$ cat src/rtl/channel_meter.sv
// Per-channel peak meter: attack/hold/decay peak magnitude, 8-segment bargraph and held clip LED.
// Define CHANNEL_METER_CLIP_EN to compile in clip detection; otherwise clip_led is tied low.
`timescale 1ns/1ps

module channel_meter #(
  parameter int unsigned HOLD_SAMPLES = 24000,
  parameter int unsigned DECAY_DIV    = 48,
  parameter int unsigned DECAY_SHIFT  = 7,
  parameter int unsigned CLIP_THRESH  = 32000,
  parameter int unsigned CLIP_HOLD    = 48000
) (
  input  logic        clk_144,
  input  logic        reset_n,
  input  logic        sample_strobe,
  input  logic [15:0] sample_in,
  output logic [15:0] peak_level,
  output logic [7:0]  meter_leds,
  output logic        clip_led,
  output logic        meter_valid
);

  localparam int unsigned HoldW  = (HOLD_SAMPLES > 0) ? $clog2(HOLD_SAMPLES + 1) : 1;
  localparam int unsigned DecayW = (DECAY_DIV > 1) ? $clog2(DECAY_DIV) : 1;

  typedef enum logic [1:0] {StIdle, StHold, StDecay} state_e;

  state_e              state_q, state_d;
  logic [14:0]         peak_q, peak_d;
  logic [14:0]         mag, shifted, decay_step, decayed;
  logic [HoldW-1:0]    hold_cnt_q, hold_cnt_d;
  logic [DecayW-1:0]   decay_cnt_q, decay_cnt_d;
  logic [7:0]          leds_q, leds_d;
  logic                valid_q;

  // Saturating magnitude: -32768 has an all-zero low field and maps to 32767.
  always_comb begin
    mag = sample_in[14:0];
    if (sample_in[15]) begin
      mag = (sample_in[14:0] == '0) ? 15'h7fff : 15'(~sample_in[14:0] + 15'd1);
    end
  end

  always_comb begin
    shifted    = peak_q >> DECAY_SHIFT;
    decay_step = (shifted == '0) ? 15'd1 : shifted;
    decayed    = peak_q - decay_step;
  end

  always_comb begin
    state_d     = state_q;
    peak_d      = peak_q;
    hold_cnt_d  = hold_cnt_q;
    decay_cnt_d = decay_cnt_q;
    if (sample_strobe) begin
      if ((mag >= peak_q) && (mag != '0)) begin
        peak_d     = mag;
        hold_cnt_d = HoldW'(HOLD_SAMPLES);
        state_d    = StHold;
      end else begin
        unique case (state_q)
          StHold: begin
            if (hold_cnt_q != '0) begin
              hold_cnt_d = hold_cnt_q - HoldW'(1);
            end else begin
              peak_d      = decayed;
              decay_cnt_d = '0;
              state_d     = (decayed == '0) ? StIdle : StDecay;
            end
          end
          StDecay: begin
            if (decay_cnt_q == DecayW'(DECAY_DIV - 1)) begin
              peak_d      = decayed;
              decay_cnt_d = '0;
              if (decayed == '0) state_d = StIdle;
            end else begin
              decay_cnt_d = decay_cnt_q + DecayW'(1);
            end
          end
          default: ;
        endcase
      end
    end
  end

  // Bargraph follows the new peak so it lands in the same update.
  always_comb begin
    leds_d = leds_q;
    if (sample_strobe) begin
      for (int i = 0; i < 8; i++) begin
        leds_d[i] = (peak_d >= (15'd128 << i));
      end
    end
  end

  always_ff @(posedge clk_144 or negedge reset_n) begin
    if (!reset_n) begin
      state_q     <= StIdle;
      peak_q      <= '0;
      hold_cnt_q  <= '0;
      decay_cnt_q <= '0;
      leds_q      <= '0;
      valid_q     <= 1'b0;
    end else begin
      state_q     <= state_d;
      peak_q      <= peak_d;
      hold_cnt_q  <= hold_cnt_d;
      decay_cnt_q <= decay_cnt_d;
      leds_q      <= leds_d;
      valid_q     <= sample_strobe;
    end
  end

`ifdef CHANNEL_METER_CLIP_EN
  localparam int unsigned ClipW = (CLIP_HOLD > 0) ? $clog2(CLIP_HOLD + 1) : 1;

  logic [ClipW-1:0] clip_cnt_q, clip_cnt_d;
  logic             clip_q, clip_d;

  always_comb begin
    clip_cnt_d = clip_cnt_q;
    clip_d     = clip_q;
    if (sample_strobe) begin
      if (32'(mag) >= CLIP_THRESH) begin
        clip_cnt_d = ClipW'(CLIP_HOLD);
        clip_d     = 1'b1;
      end else begin
        if (clip_cnt_q != '0) clip_cnt_d = clip_cnt_q - ClipW'(1);
        clip_d = clip_q && (clip_cnt_d != '0);
      end
    end
  end

  always_ff @(posedge clk_144 or negedge reset_n) begin
    if (!reset_n) begin
      clip_cnt_q <= '0;
      clip_q     <= 1'b0;
    end else begin
      clip_cnt_q <= clip_cnt_d;
      clip_q     <= clip_d;
    end
  end

  assign clip_led = clip_q;
`else
  assign clip_led = 1'b0;
`endif

  assign peak_level  = {1'b0, peak_q};
  assign meter_leds  = leds_q;
  assign meter_valid = valid_q;

endmodule

$ cat config.mk
export PLATFORM = sky130hd
export DESIGN_NAME = channel_meter
export DESIGN_NICKNAME = d
export VERILOG_FILES = /design/src/rtl/channel_meter.sv
export SDC_FILE = /design/constraint.sdc
export NUM_CORES = 1
export LEC_CHECK = 0
export ABC_CLOCK_PERIOD_IN_PS = 3360
export BUFFER_PORTS_ARGS = -buffer_cell sky130_fd_sc_hd__buf_2
export CAP_MARGIN = 5
export CORE_UTILIZATION = 54
export CTS_BUF_LIST = sky130_fd_sc_hd__clkbuf_16
export DETAILED_ROUTE_END_ITERATION = 7
export PLACE_DENSITY = 0.73
export SYNTH_ARGS = -nofsm -noshare
export SYNTH_HDL_FRONTEND = slang
export SYNTH_SLANG_ARGS = --single-unit
$ cat constraint.sdc
create_clock -name clk_144 -period 3.36 [get_ports clk_144]
set_input_delay 0.336 -clock clk_144 [delete_from_list [all_inputs] [get_ports clk_144]]
set_output_delay 0.336 -clock clk_144 [all_outputs]
set_load 0.005 [all_outputs]
==> results of run 1 <==
## cell usage after synthesis, drive strengths merged, types with 10 or more instances
library cell  number  area share (%)
nand2             43             3.9
nand2b            12             1.8
clkbuf            13             1.2
nor4              10             1.8
o211ai            10             1.8
nand3             11             1.3
a21oi             26             3.1
ha                28             8.5
or3               14             2.1
o21ai             46             5.7
o31ai             10             1.8
a21o              11             2.0
nor2              44             4.0
dfrtp             47              28
o2111ai           11             2.3
nor3              15             1.8
xor2              15             3.2
inv               38             3.4
## cells by family (layout without fill, tap and decap cells)
family                     after synthesis  after routing  synth area share [%]
and+or+nand+nor                        188            188                 23.74
xor gates and xnor gates                24             24                 5.074
other                                    1              2               0.09052
muxes                                    7              7                 1.722
buffers and inverters                   59            219                 6.071
AOI/OAI and AO/OA                      155            155                 25.97
adders and majority gates               29             29                 8.940
DFF                                     47             47                 28.39
## layout make-up
cell class              count  area (um^2)
clock buffers               5        125.1
clock inverters             3        27.53
fillers                   333        997.2
inverters                  38        152.6
multi-input cells         405         3374
flip-flops and latches     47         1176
well taps                  99        123.9
repair buffers            173         1354
## worst register-to-register path, cell delays in order, from the launching register on
cell       delay, ns
dfrtp_1         0.39
or3_4           0.41
o21ai_2         0.21
buf_6           0.14
ha_4            0.13
buf_4           0.09
buf_4           0.09
nor2b_1         0.04
o2111ai_1       0.35
a31oi_2         0.32
o21ai_0         0.30
a21oi_1         0.12
o22ai_1         0.34
a31oi_4         0.14
nor4_2          0.34
buf_4           0.19
a31oi_1         0.09
## metal layers
layer | up-vias | track usage [%] | wire length (um)
li1 | 2202 | - | -
met5 | - | 0 | 0
met3 | 153 | 6.307 | 1778
met1 | 2460 | 47.52 | 6532
met4 | 0 | 16.74 | 1123
met2 | 440 | 60.26 | 7875
## power by group through the flow
stage                     clock, W  combinational, W  sequential [W]
after detailed placement         0           0.00312        0.000893
after global placement           0           0.00303        0.000885
after CTS                 0.000525           0.00381        0.000887
final                     0.000534           0.00451        0.000909
after floorplan                  0           0.00181        0.000908
after global routing      0.000551           0.00469        0.000921
## how the worst max path moves through the flow
stage	start	to	slack (ns)	cells past startpoint
floorplan	sample_in[3]	meter_leds[0]$_DFFE_PN0P_	-0.32	15
global placement	sample_in[1]	meter_leds[1]$_DFFE_PN0P_	-0.63	18
detailed placement	sample_in[1]	meter_leds[1]$_DFFE_PN0P_	-0.75	18
CTS	sample_in[0]	meter_leds[0]$_DFFE_PN0P_	-0.32	19
global route	sample_in[2]	meter_leds[0]$_DFFE_PN0P_	-0.68	16
finish	sample_in[1]	meter_leds[0]$_DFFE_PN0P_	-0.55	19
## flip-flops by register name, indices dropped and copies added, names as in the netlist
signal / flops
hold_cnt_q: 15
decay_cnt_q: 6
meter_valid: 1
state_q: 2
meter_leds: 8
peak_q: 15
## repair_timing
item | 4_1_cts | 5_1_grt
buffers inserted | 16 | 17
hold buffers | 0 | 0
endpoints found under the setup margin | 42 | 45
cloned | 1 | 0
gates resized for setup | 102 | 55
pin swaps | 75 | 52
## through the flow
step	instance area [um^2]	setup TNS (ns)	util [%]	std cells
after floorplan	4239	-1.647	-	511
after global placement	5254	-20.61	71.67	733
after detailed placement	5254	-26.20	71.67	733
after CTS	6008	-6.032	81.96	758
after global routing	6334	-19.00	86.40	770
final	6334	-15.84	86.40	770
==> flow_summary.toml, run 1 <==
[status]
run_status = "complete, but fails checks"
failed_checks = "DRC, setup timing"

[detailed_routing]
drt-vias-per-instance = 6.825
ant_nets = 0
firstDrtPassIters = 8
wl_per_cell_um = 22.48
first_iter_violations = 634
via_count = 5255
drt_wl_total_um = 17310
drc_errors = 5

[cts]
clk_latency_ns = 0.30
cts_tree = "done"
cts_max_level = 2
cts_buffer_depth = 2
clock-sinks = 47
cts-root-buf = "clkbuf_16"
cts-buffers-inserted = 5
clk_pin_slew_worst_paths_ns = 0.07

[synthesis]
ys.flop_type = "dfrtp_1"
synthCells = 510
yosysSeqAreaShare_pct = 28.39
syn_avg_cell_area_um2 = 8.123
synth_seq_cells = 47
synth_edf_count = 0
synth_warnings = 0
async_flop_share_pct = 100.0
syn_area_um2 = 4143
yosys.cell_types.count = 69

[worst_setup_path]
r2r_start = "peak_q[10]$_DFF_PN0_"
setup.worst_path.class = "input pin to flop"
critical_path.slowest_cell = "or4b_4"
path_buf_inv = 6
cpPeakStageDelay_ns = 0.50
crit_arrival_ns = 4.08
cp_top_family = "simple AND/OR/NAND/NOR gates"
reg2regPathDepth = 16
crit_required_ns = 3.53
crit_fanout = 5
cpMostUsedCell = "buf_4"
crit_chain = "buf_8 > clkinv_4 > ha_4 > or4b_4 > buf_6 > nor4_4 > buf_4 > nor2_1 > mux2i_1 > ha_1 > buf_4 > nand4_1 > a311oi_2 > nor3_4 > o22ai_1 > a31oi_4 > nor4_2 > buf_4 > a31oi_1"
r2r-end = "meter_leds[0]$_DFFE_PN0P_"
crit_path_start_kind = "input pin"
r2r_slack_ns = -0.48
setup.worst_path.end_class = "flop"

[sta]
setup_slack_ns = -0.5473
hold_viol = 0
fin_crit_sh_pct = 116.3
rsz0062_at_grt = "yes"
slew_viol_final = 0
holdWs_ns = 0.08727
clock.fmax_mhz = 255.9
clock_skew_ns = 0.004929
tightest_slew_ns = 0.8112
setup_viol = 45
period_needed_ns = 3.907
slew-limit-headroom_pct = 45.72

[power_and_ir_drop]
ir_drop_uv = 628.8
power.share.combinational_pct = 75.8
pwr-share-clk_pct = 9.0
p_sw_w = 0.002957
total_power_w = 0.005955
p_int_w = 0.002998
p_leak_nw = 2.743
switching_share_pct = 49.66
power_frac_seq_pct = 15.3
power_density_nw_per_um2 = 940.3

[cells_and_area]
nets = 718
drive_above_1_share_pct = 43.52
layout_commonest_cell = "buf_4"
antenna_cells = 0
final_cell_mix = "109 x buf_4, 47 x dfrtp_1, 40 x buf_2"
area_delta_synth_final_pct = 52.88

[global_route]
grt_overflow = 0
grt_pass1_vias = 4660
grt_first_pass_wirelength_um = 22360
track_usage_pct = 36.78
antenna_found_initial = 0
grt_max_degree = 35

[worst_hold_path]
hold_class = "input pin to asynchronous set/reset pin"

[placement]
place.gp.congestion = 0.9092
dp_hpwl_um = 9580
dp_slack_ns = -0.7519
numPortBuffers = 42

[floorplanning]
start_util_pct = 56.51
ios = 45
die_w_um = 89.59
coreArea_um2 = 7331
chipHeight_um = 89.59
die_area_um2 = 8026
row_count = 31

[run]
maxCapViolCount = 0
Note: power is estimated with default switching activity, not from simulation.
==> inputs of run 2 (changes only) <==
==> constraint.sdc (replaced) <==
create_clock -name clk_144 -period 3.36 [get_ports clk_144]
set_input_delay 1.008 -clock clk_144 [delete_from_list [all_inputs] [get_ports clk_144]]
set_output_delay 1.008 -clock clk_144 [all_outputs]
set_load 0.005 [all_outputs]
==> flow_summary.toml, run 2 (synthesis results as in run 1) <==
[floorplanning]
ios = 45
chipHeight_um = 89.59
die_w_um = 89.59
row_count = 31
coreArea_um2 = 7331
die_area_um2 = 8026
start_util_pct = 56.51

[detailed_routing]
firstDrtPassIters = 6
via_count = 5175
drt-vias-per-instance = 6.738
ant_nets = 0
drc_errors = 0
wl_per_cell_um = 21.99
first_iter_violations = 596
drt_wl_total_um = 16890

[power_and_ir_drop]
total_power_w = 0.005701
ir_drop_uv = 691.5
p_leak_nw = 2.675
power_density_nw_per_um2 = 914.0

[worst_setup_path]
setup.worst_path.class = "input pin to flop"
r2r_start = "peak_q[12]$_DFF_PN0_"
crit_fanout = 5
setup.worst_path.end_class = "flop"
crit_path_start_kind = "input pin"
cpPeakStageDelay_ns = 0.50
crit_arrival_ns = 4.98
crit_chain = "buf_8 > inv_6 > ha_4 > or4b_4 > or2_4 > o21ai_4 > nor2_2 > a21oi_2 > ha_4 > a21oi_2 > nor2b_1 > o21ai_1 > nand2b_1 > or3_4 > a221oi_2 > o211ai_1 > nor4_2 > buf_4 > a31oi_1"
crit_required_ns = 3.51
reg2regPathDepth = 16
critical_path.slowest_cell = "or4b_4"
r2r-end = "meter_leds[1]$_DFFE_PN0P_"
r2r_slack_ns = -1.05

[placement]
place_area_um2 = 5314
place.gp.congestion = 0.9693
numPortBuffers = 42
dp_hpwl_um = 10060

[cells_and_area]
fill_cells = 367
finish.instance_area_um2 = 6237
final_cell_mix = "113 x buf_4, 47 x dfrtp_1, 40 x buf_2"
nets = 716
area_delta_synth_final_pct = 50.56
drive_above_1_share_pct = 40.06
layout_commonest_cell = "buf_4"
antenna_cells = 0

[global_route]
use_met2_pct = 64.39
busiest_layer = "met2"
grt_max_degree = 28
grt_overflow = 0
grt_pass1_vias = 4876
met1_usage_pct = 49.29
antenna_found_initial = 0
met3_usage_pct = 9.049
grt_first_pass_wirelength_um = 23870
track_usage_pct = 39.29

[worst_hold_path]
hold_class = "flop to flop"
min_to = "meter_leds[3]$_DFFE_PN0P_"
min_path_cells = 2
hold_path_startpoint = "meter_leds[3]$_DFFE_PN0P_"

[sta]
tightest_slew_ns = 0.7540
setup_viol = 46
clock_skew_ns = 0.008009
setup_slack_ns = -1.470
clock.fmax_mhz = 207.0
rsz0062_at_grt = "yes"
hold_viol = 0
slew_viol_final = 0
period_needed_ns = 4.830
slew-limit-headroom_pct = 49.50
fin_crit_sh_pct = 143.8

[cts]
cts-buffers-inserted = 5
clock-sinks = 47
clk_pin_slew_worst_paths_ns = 0.07
cts_max_level = 2
cts-root-buf = "clkbuf_16"
cts_buffer_depth = 2
cts_tree = "done"
clk_latency_ns = 0.29

[status]
run_status = "complete, but fails checks"
failed_checks = "setup timing"

[run]
maxCapViolCount = 0
[run 2: critical path: cells and delay by family]
kind	cells	cell delay (ns)
and+or+nand+nor	7	1.83
AOI/OAI and AO/OA	7	1.41
adders and majority gates	2	0.37
buffers and inverters	3	0.35
[run 2: metal layers]
layer / up-vias / share of wire [%]
met5: - / 0
met3: 106 / 11
li1: 2191 / -
met4: 0 / 5.1
met1: 2495 / 39
met2: 383 / 45
[run 2: what timing repair did]
action,CTS,global route
endpoints found under the hold margin,0,0
pin swaps,66,26
setup buffers,17,8
hold buffers,0,0
resized for setup,83,38
gates cloned,1,0
endpoints found under the setup margin,46,46
[run 2: metrics by stage]
stage | hold WS (ns) | setup WS (ns) | utilization (%) | instances | setup TNS, ns
5_1_grt | 0.5187 | -1.530 | 85.08 | 768 | -58.07
4_1_cts | 0.4989 | -1.027 | 82.11 | 763 | -37.67
6_report | 0.4986 | -1.470 | 85.08 | 768 | -55.42
3_3_place_gp | 0.4670 | -1.290 | 72.49 | 738 | -49.07
2_1_floorplan | 0.4385 | -0.9964 | - | 511 | -28.40
3_5_place_dp | 0.4789 | -1.465 | 72.49 | 738 | -57.58
[run 2: cell type report]
class	count	area, um^2	area share [%]
clock buffers	5	125.1	2.006
clock inverters	3	17.52	0.2808
inverters	38	155.1	2.487
multi-input cells	405	3338	53.52
flip-flops and latches	47	1176	18.86
well taps	99	123.9	1.986
repair buffers	171	1301	20.86
[run 2: worst max path at each step]
| stage | startpoint | endpoint | slack [ns] | depth (start not counted) |
|---|---|---|---|---|
| floorplan | sample_in[3] | meter_leds[0]$_DFFE_PN0P_ | -1.0 | 15 |
| finish | sample_in[0] | meter_leds[1]$_DFFE_PN0P_ | -1.47 | 19 |
| detailed placement | sample_in[1] | meter_leds[0]$_DFFE_PN0P_ | -1.46 | 19 |
| global placement | sample_in[1] | meter_leds[1]$_DFFE_PN0P_ | -1.29 | 17 |
| CTS | sample_in[0] | meter_leds[1]$_DFFE_PN0P_ | -1.03 | 19 |
| global route | sample_in[0] | meter_leds[1]$_DFFE_PN0P_ | -1.53 | 19 |
[run 2: power by group]
part	internal (W)	switching, W
Sequential	0.000736	0.000153
Clock	0.000276	0.000242
Combinational	0.00186	0.00244
Total	0.00287	0.00283
